--- config.mk ---
export PLATFORM = sky130hd
export DESIGN_NAME = cai_doorbell_arbiter
export DESIGN_NICKNAME = d
export VERILOG_FILES = /design/src/rtl/cai_doorbell_arbiter.sv
export SDC_FILE = /design/constraint.sdc
export NUM_CORES = 1
export LEC_CHECK = 0
export ABC_AREA = 1
export CORE_MARGIN = 2
export CORE_UTILIZATION = 40
export DETAILED_ROUTE_END_ITERATION = 10
export DONT_BUFFER_PORTS = 1
export PLACE_DENSITY = 0.53
export SLEW_MARGIN = 20
export SYNTH_ARGS = -nofsm -noshare
export SYNTH_HDL_FRONTEND = slang
export SYNTH_SLANG_ARGS = --single-unit
--- constraint.sdc ---
create_clock -name clk -period 2.25 [get_ports clk]
set_clock_uncertainty 0.1 [all_clocks]
set_input_delay 0.45 -clock clk [delete_from_list [all_inputs] [get_ports clk]]
set_output_delay 0.45 -clock clk [all_outputs]
set_load 0.03 [all_outputs]
--- src/rtl/cai_doorbell_arbiter.sv ---
// Round-robin owner of the single CAI device: counts pending doorbells per requester,
// issues one device submit at a time and returns a completion (or timeout) to its owner.
module cai_doorbell_arbiter #(
  parameter int NREQ           = 4,
  parameter int CNT_W          = 4,
  parameter int TIMEOUT_CYCLES = 20000,
  localparam int IDW           = $clog2(NREQ)
) (
  input  logic                  clk,
  input  logic                  rst_n,
  input  logic [NREQ-1:0]       req_doorbell,
  output logic [NREQ-1:0]       req_comp,
  output logic [NREQ-1:0]       req_timeout,
  output logic [NREQ*CNT_W-1:0] req_pending,
  input  logic                  dev_ready,
  output logic                  dev_submit_doorbell,
  output logic [IDW-1:0]        dev_grant_id,
  output logic                  dev_busy,
  input  logic                  dev_comp_doorbell,
  input  logic                  clr_sticky,
  output logic [NREQ-1:0]       overflow,
  output logic                  spurious_comp
);

  localparam int TW = (TIMEOUT_CYCLES > 1) ? $clog2(TIMEOUT_CYCLES + 1) : 1;

  localparam logic [1:0] S_IDLE  = 2'd0;
  localparam logic [1:0] S_ISSUE = 2'd1;
  localparam logic [1:0] S_WAIT  = 2'd2;
  localparam logic [1:0] S_DONE  = 2'd3;

  logic [1:0]                 state_q, state_d;
  logic [IDW-1:0]             rr_q, rr_d;
  logic [IDW-1:0]             gnt_q, gnt_d;
  logic [TW-1:0]              to_cnt_q, to_cnt_d;
  logic [NREQ-1:0][CNT_W-1:0] cnt_q, cnt_d;
  logic [NREQ-1:0]            ovf_q, ovf_d;
  logic                       spur_q, spur_d;
  logic [NREQ-1:0]            comp_q, comp_d;
  logic [NREQ-1:0]            tmo_q, tmo_d;
  logic                       submit_q, submit_d;
  logic                       busy_q, busy_d;

  logic                       any_pend;
  logic                       hi_found;
  logic [IDW-1:0]             hi_idx, lo_idx, sel;
  logic [NREQ-1:0]            sat_v, inc_v, dec_v;

  // Lowest nonzero index at or above rr wins; otherwise wrap to the lowest nonzero index.
  always_comb begin
    any_pend = 1'b0;
    hi_found = 1'b0;
    hi_idx   = '0;
    lo_idx   = '0;
    for (int i = NREQ - 1; i >= 0; i--) begin
      if (cnt_q[i] != '0) begin
        any_pend = 1'b1;
        lo_idx   = IDW'(i);
        if (i >= int'(rr_q)) begin
          hi_found = 1'b1;
          hi_idx   = IDW'(i);
        end
      end
    end
    sel = hi_found ? hi_idx : lo_idx;
  end

  always_comb begin
    state_d  = state_q;
    rr_d     = rr_q;
    gnt_d    = gnt_q;
    to_cnt_d = to_cnt_q;
    submit_d = 1'b0;
    comp_d   = '0;
    tmo_d    = '0;
    case (state_q)
      S_IDLE: begin
        if (dev_ready && any_pend) begin
          gnt_d    = sel;
          rr_d     = (sel == IDW'(NREQ - 1)) ? '0 : sel + IDW'(1);
          submit_d = 1'b1;
          state_d  = S_ISSUE;
        end
      end
      S_ISSUE: begin
        to_cnt_d = '0;
        state_d  = S_WAIT;
      end
      S_WAIT: begin
        to_cnt_d = to_cnt_q + TW'(1);
        // A completion landing on the timeout cycle is reported as a normal completion.
        if (dev_comp_doorbell) begin
          comp_d[gnt_q] = 1'b1;
          state_d       = S_DONE;
        end else if ((TIMEOUT_CYCLES != 0) && (int'(to_cnt_q) + 1 == TIMEOUT_CYCLES)) begin
          comp_d[gnt_q] = 1'b1;
          tmo_d[gnt_q]  = 1'b1;
          state_d       = S_DONE;
        end
      end
      default: begin
        state_d = S_IDLE;
      end
    endcase
    busy_d = (state_d != S_IDLE);
  end

  // A doorbell on a saturated counter is still absorbed when the same cycle retires one.
  always_comb begin
    for (int i = 0; i < NREQ; i++) begin
      sat_v[i] = (cnt_q[i] == '1);
      dec_v[i] = (state_q == S_DONE) && (gnt_q == IDW'(i)) && (cnt_q[i] != '0);
      inc_v[i] = req_doorbell[i] && (!sat_v[i] || dec_v[i]);
    end
  end

  always_comb begin
    cnt_d = cnt_q;
    ovf_d = ovf_q & ~{NREQ{clr_sticky}};
    for (int i = 0; i < NREQ; i++) begin
      if (inc_v[i] && !dec_v[i]) begin
        cnt_d[i] = cnt_q[i] + CNT_W'(1);
      end else if (dec_v[i] && !inc_v[i]) begin
        cnt_d[i] = cnt_q[i] - CNT_W'(1);
      end
      if (req_doorbell[i] && sat_v[i] && !dec_v[i]) begin
        ovf_d[i] = 1'b1;
      end
    end
    spur_d = (spur_q && !clr_sticky) || (dev_comp_doorbell && (state_q != S_WAIT));
  end

  always_ff @(posedge clk or negedge rst_n) begin
    if (!rst_n) begin
      state_q  <= S_IDLE;
      rr_q     <= '0;
      gnt_q    <= '0;
      to_cnt_q <= '0;
      cnt_q    <= '0;
      ovf_q    <= '0;
      spur_q   <= 1'b0;
      comp_q   <= '0;
      tmo_q    <= '0;
      submit_q <= 1'b0;
      busy_q   <= 1'b0;
    end else begin
      state_q  <= state_d;
      rr_q     <= rr_d;
      gnt_q    <= gnt_d;
      to_cnt_q <= to_cnt_d;
      cnt_q    <= cnt_d;
      ovf_q    <= ovf_d;
      spur_q   <= spur_d;
      comp_q   <= comp_d;
      tmo_q    <= tmo_d;
      submit_q <= submit_d;
      busy_q   <= busy_d;
    end
  end

  assign req_comp            = comp_q;
  assign req_timeout         = tmo_q;
  assign req_pending         = cnt_q;
  assign dev_submit_doorbell = submit_q;
  assign dev_grant_id        = gnt_q;
  assign dev_busy            = busy_q;
  assign overflow            = ovf_q;
  assign spurious_comp       = spur_q;

endmodule

**After elaboration in Yosys (flattened, before gate mapping)**

Index checks and enable logic that the tools add are counted.
Widths: inputs -> output; s select.

- Flip-flop bits (word level): 52
- Bits of input ports: 9
- Output and inout bits: 33
- Logic and storage cells: 156

- Add/sub/neg operators: 11
- Magnitude comparators: 5
- Equal/unequal tests: 13
- Multiplexer cells: 48
- Bitwise gates (word level): 2
- Reductions and logical operators: 63

Operators with widths:

| cell | number |
|---|---|
| $mux 4 | 13 |
| $logic_and 1x1->1 | 32 |
| $mux 2 | 15 |
| $pmux 15 s2 | 1 |
| $mux 1 | 17 |
| $add 15x1->16 const B | 1 |
| $add 4x1->4 const B | 4 |
| $eq 16x15->1 const B | 1 |
| $eq 4x4->1 const B | 4 |
| $reduce_bool 4->1 | 4 |
| $sub 4x1->4 const B | 4 |
| $add 15x1->15 const B | 1 |
| $logic_not 1->1 | 13 |
| $reduce_bool 2->1 | 6 |
| $eq 2x2->1 const B | 5 |
| $pmux 2 s3 | 1 |
| $logic_or 1x1->1 | 5 |
| $and 4x4->4 | 1 |
| $eq 2x1->1 const B | 2 |
| $ge 1x2->1 const A | 2 |
| $logic_not 2->1 | 2 |
| $not 4->4 | 1 |
| $lt 2x3->1 const B | 1 |
| $add 2x1->2 const B | 1 |
| other kinds (5) | 5 |

**Logic depth before layout (Yosys ltp)**

- Depth in word-level cells: 11
- Mapped depth: 14
- Gate-level depth less buffers: 14

**Least setup slack after synthesis**

OpenSTA, ideal clock, no wires.

- Path kind: reg-to-reg
- Start: register cnt_q (netlist bit req_pending[12])
- End: register cnt_q (netlist bit req_pending[15])
- Library setup time: 0.136 ns
- Data arrival time: 2.346 ns
- Required time: 2.014 ns
- Path slack: -0.332 ns
- Stages on the path, launching flop included: 15
- Buffers on the path: 0
- Cell sequence: dfrtp_1 inv_1 nand4_1 nand4_1 a21boi_0 ha_1 inv_1 ha_1 nand2_1 nor2_1 a211oi_1 nand2_1 nand2_1 nor2_1 xor2_1

- Cells in the longest elaborated chain, start to end: 7

RTL lines:

| item | RTL line | source |
|---|---|---|
| start, declared | 36 | `logic [NREQ-1:0][CNT_W-1:0] cnt_q, cnt_d;` |
| start signal, assigned | 151 | `cnt_q <= cnt_d;` |
| parallel branches: the longest is 7 deep, another holds $sub 4x1->4 | -- |  |

Several ways; the timed one is not identified. The select of a mux whose other input is x is not followed.
A chain may end at the register's enable or synchronous reset.

**Worst setup path after layout**

- Start: register gnt_q[0], in the netlist dev_grant_id[0]
- End: register cnt_q (netlist bit req_pending[15])

- Cells in the longest elaborated chain, start to end: 8

RTL lines:

| item | RTL line | source |
|---|---|---|
| start, declared | 34 | `logic [IDW-1:0] gnt_q, gnt_d;` |
| start signal, assigned | 149 | `gnt_q <= gnt_d;` |
| $eq 2x2->1 * | 112 | `dec_v[i] = (state_q == S_DONE) && (gnt_q == IDW'(i)) && (cnt_q[i] != '0);` |
| $logic_and 1x1->1 * (2 in a row) | 112 |  |
| $logic_or 1x1->1 | 113 | `inc_v[i] = req_doorbell[i] && (!sat_v[i] \|\| dec_v[i]);` |
| $logic_and 1x1->1 | 113 |  |
| $logic_not 1->1 | 123 | `end else if (dec_v[i] && !inc_v[i]) begin` |
| $logic_and 1x1->1 | 123 |  |
| $reduce_bool 2->1 (no line) | -- |  |

Every way passes the cells marked *; elsewhere a longest branch is shown, timed or not.

==> flow_metrics.py <==
metrics = {
    "outcome": {
        "outcome": "finished with violations",
        "failed_checks": "negative setup slack",
    },
    "power": {
        "p_leak_uw": 0.00180,
        "p_total_uw": 5330,
        "irDropWorstVdd_v": 0.000713,
        "power_density_nw_per_um2": 1310,
    },
    "layout": {
        "nets": 457,
        "final_cell_mix": "nand2_1 (80), buf_4 (50), inv_1 (39)",
        "finalNonFillerCells": 527,
        "layout_commonest_cell": "nand2_1",
        "diodes": 0,
        "drive_gt1_share_pct": 39.0,
        "final_util_pct": 56.2,
        "syn_to_final_growth_pct": 35.5,
    },
    "yosys": {
        "synth_seq_cells": 52,
        "avgSynthCellArea_sq_um": 8.32,
        "yosys.area_share.simple_pct": 27.1,
        "synth_top_area_cell": "dfrtp_1",
        "ys_seq_area_share_pct": 43.2,
        "synth-compound-area-share_pct": 8.98,
        "synthMuxAreaShare_pct": 0,
        "syn_area_sq_um": 3010,
        "synth_area_leaders": "dfrtp_1 (43%), nand2_1 (10%), ha_1 (7.1%), inv_1 (6.9%), nor2_1 (4.9%)",
        "synth_xor_area_share_pct": 3.78,
        "synth_adder_area_share_pct": 9.73,
        "ys_warn_count": 0,
        "netlist_instances": 362,
        "synth_top_family_by_area": "simple AND/OR/NAND/NOR gates",
        "syn-num-nets": 392,
        "synthDistinctLibCells": 31,
        "synth_top_area_share_pct": 43.2,
    },
    "die": {
        "chipHeight_um": 90.8,
        "start_util_pct": 41.5,
        "io_pins": 42,
        "core_sq_um": 7250,
        "fp.dieW_um": 90.8,
        "die_area_sq_um": 8240,
        "placement_rows": 31,
    },
    "drt": {
        "post_drt_via_cell_ratio": 4.86,
        "wirelength_um": 7220,
        "drc": 0,
        "drt_iter0_markers": 94,
        "highest_layer": "met4",
        "num_vias": 2560,
        "wl_met3_um": 386,
        "drt-pass1-iter-count": 4,
        "wl_met1_um": 3450,
        "ant_nets": 0,
        "wl_per_cell_um": 13.7,
        "met2_wirelength_um": 3300,
    },
    "critical_path": {
        "worstPathCellList": "buf_6, nand4_1, a21boi_2, ha_2, inv_4, ha_4, nand2_1, nor2_1, a211oi_2, nand2_1, nand2_1, nor2_2, xor2_1",
        "critPathTopFamily": "simple AND/OR/NAND/NOR gates",
        "r2r_slack_ns": -0.07,
        "critPathLaunchType": "flip-flop",
        "cp_num_buf_inv": 2,
        "cp.arrival_ns": 2.41,
        "cp_max_fo": 5,
        "slowest_stage": "dfrtp_2",
        "worstPathRequired_ns": 2.34,
        "end_kind": "flip-flop",
        "crit_top_cell": "nand2_1",
        "max_stage_delay_ns": 0.47,
        "worstSetupPathType": "reg -> reg",
    },
    "timing": {
        "slew_headroom_pct": 77.3,
        "max_freq_mhz": 430,
        "holdWs_ns": 0.118,
        "final_hold_viol_count": 0,
        "fin_crit_ns": 2.32,
        "min_period_over_period_pct": 103,
        "worst_slew_pin_slew_ns": 0.340,
        "maxSlewViolCount": 0,
        "setup_viol": 3,
        "setup_tns_ns": -0.168,
        "rsz0062_at_grt": "true",
        "post-route-worst-setup-slack_ns": -0.0735,
    },
    "flow_run": {
        "drv_cap": 0,
    },
    "clock_network": {
        "numCtsBuffers": 5,
        "cts_max_path_buffers": 2,
        "insertion_delay_ns": 0.31,
        "path_clk_slew_ns": 0.10,
        "htree_levels": 2,
        "cts.sinks": 52,
        "tritoncts": "built",
        "cts_root_buf": "clkbuf_8",
    },
    "worst_hold_path": {
        "hold_path_class": "in -> reg",
    },
    "grt": {
        "grt_max_degree": 53,
        "grt_first_pass_wirelength_um": 12000,
        "grtUsageTotal_pct": 18.0,
        "grt_pass1_vias": 2489,
        "grt-ovfl-total": 0,
        "antenna_found_initial": 0,
    },
    "place": {
        "dp_hpwl_um": 5040,
        "dp.cells": 506,
        "place.gp.congestion": 0.821,
        "portBuffers": 0,
    },
}
routing by layer:
layer	GRT usage [%]	up-vias
li1	-	1292
met2	27.9	48
met5	0	-
met4	3.85	0
met1	25.4	1210
met3	4.84	10
metrics by stage:
stage / setup WS, ns / instance area [sq um]
floorplan: -0.163 / 3140
global route: -0.228 / 4080
global placement: -0.118 / 3610
finish: -0.0735 / 4080
detailed placement: -0.142 / 3610
CTS: -0.0554 / 3870
cell usage after synthesis:
cell	number
nand2_1	81
nand3b_4	1
fa_1	4
clkbuf_1	1
nor2_4	4
o21ai_0	25
nor2_1	39
inv_2	2
nand2_2	8
xor2_1	5
o21ai_2	2
a21boi_0	4
o32ai_1	1
o22ai_1	6
o21ai_1	1
nor4_1	3
xnor2_1	8
nor2_2	4
a211oi_1	4
nand4_1	8
a22o_1	1
o21a_1	1
nor3_1	2
nand2_4	1
nand3_2	3
inv_1	55
nand3_1	17
and3_1	1
ha_1	17
dfrtp_1	52
nor4_2	1
where the power goes:
| group | internal, uW | switching, uW | leakage (uW) |
|---|---|---|---|
| logic | 1390 | 1820 | 0.00110 |
| registers | 1240 | 323 | 0.000655 |
| clock network | 252 | 307 | 0.0000455 |
| total | 2880 | 2450 | 0.00180 |
cells by family after synthesis:
logic type / Yosys count
fa+ha+maj: 21
flops: 52
xor+xnor: 13
compound gates: 45
buf+inv: 58
simple gates: 173
flip-flops by register name, indices dropped and copies added (netlist names), 2 cells and up:
name,flops
dev_grant_id,2
overflow,4
req_comp,4
req_pending,16
req_timeout,4
rr_q,2
state_q,2
to_cnt_q,15
cell type report:
cell class	count	area, sq um
fillers	681	3170
well taps	99	124
flip-flops and latches	52	1320
clock buffers	8	90.1
repair buffers	59	492
multi-input cells	252	1820
inverters	57	226
final timing paths:
check | cells after the start | to | from
worst max-delay path | 13 | req_pending[15] | dev_grant_id[0]
worst min-delay path | 1 | spurious_comp | clr_sticky
worst max register to register | 13 | req_pending[15] | dev_grant_id[0]
worst min register to register | 1 | req_pending[7] | req_pending[7]
max in group asynchronous | 2 | req_pending[7] | rst_n
min in group asynchronous | 2 | to_cnt_q[12] | rst_n
timing repair:
| item | CTS | global route |
|---|---|---|
| buffers inserted | 6 | 9 |
| pin swaps | 9 | 36 |
| hold buffers | 2 | 0 |
| resized for setup | 17 | 49 |
| setup endpoints to repair | 5 | 13 |
| hold endpoints to repair | 52 | 0 |
No activity file was read; power rests on OpenSTA's default activity.
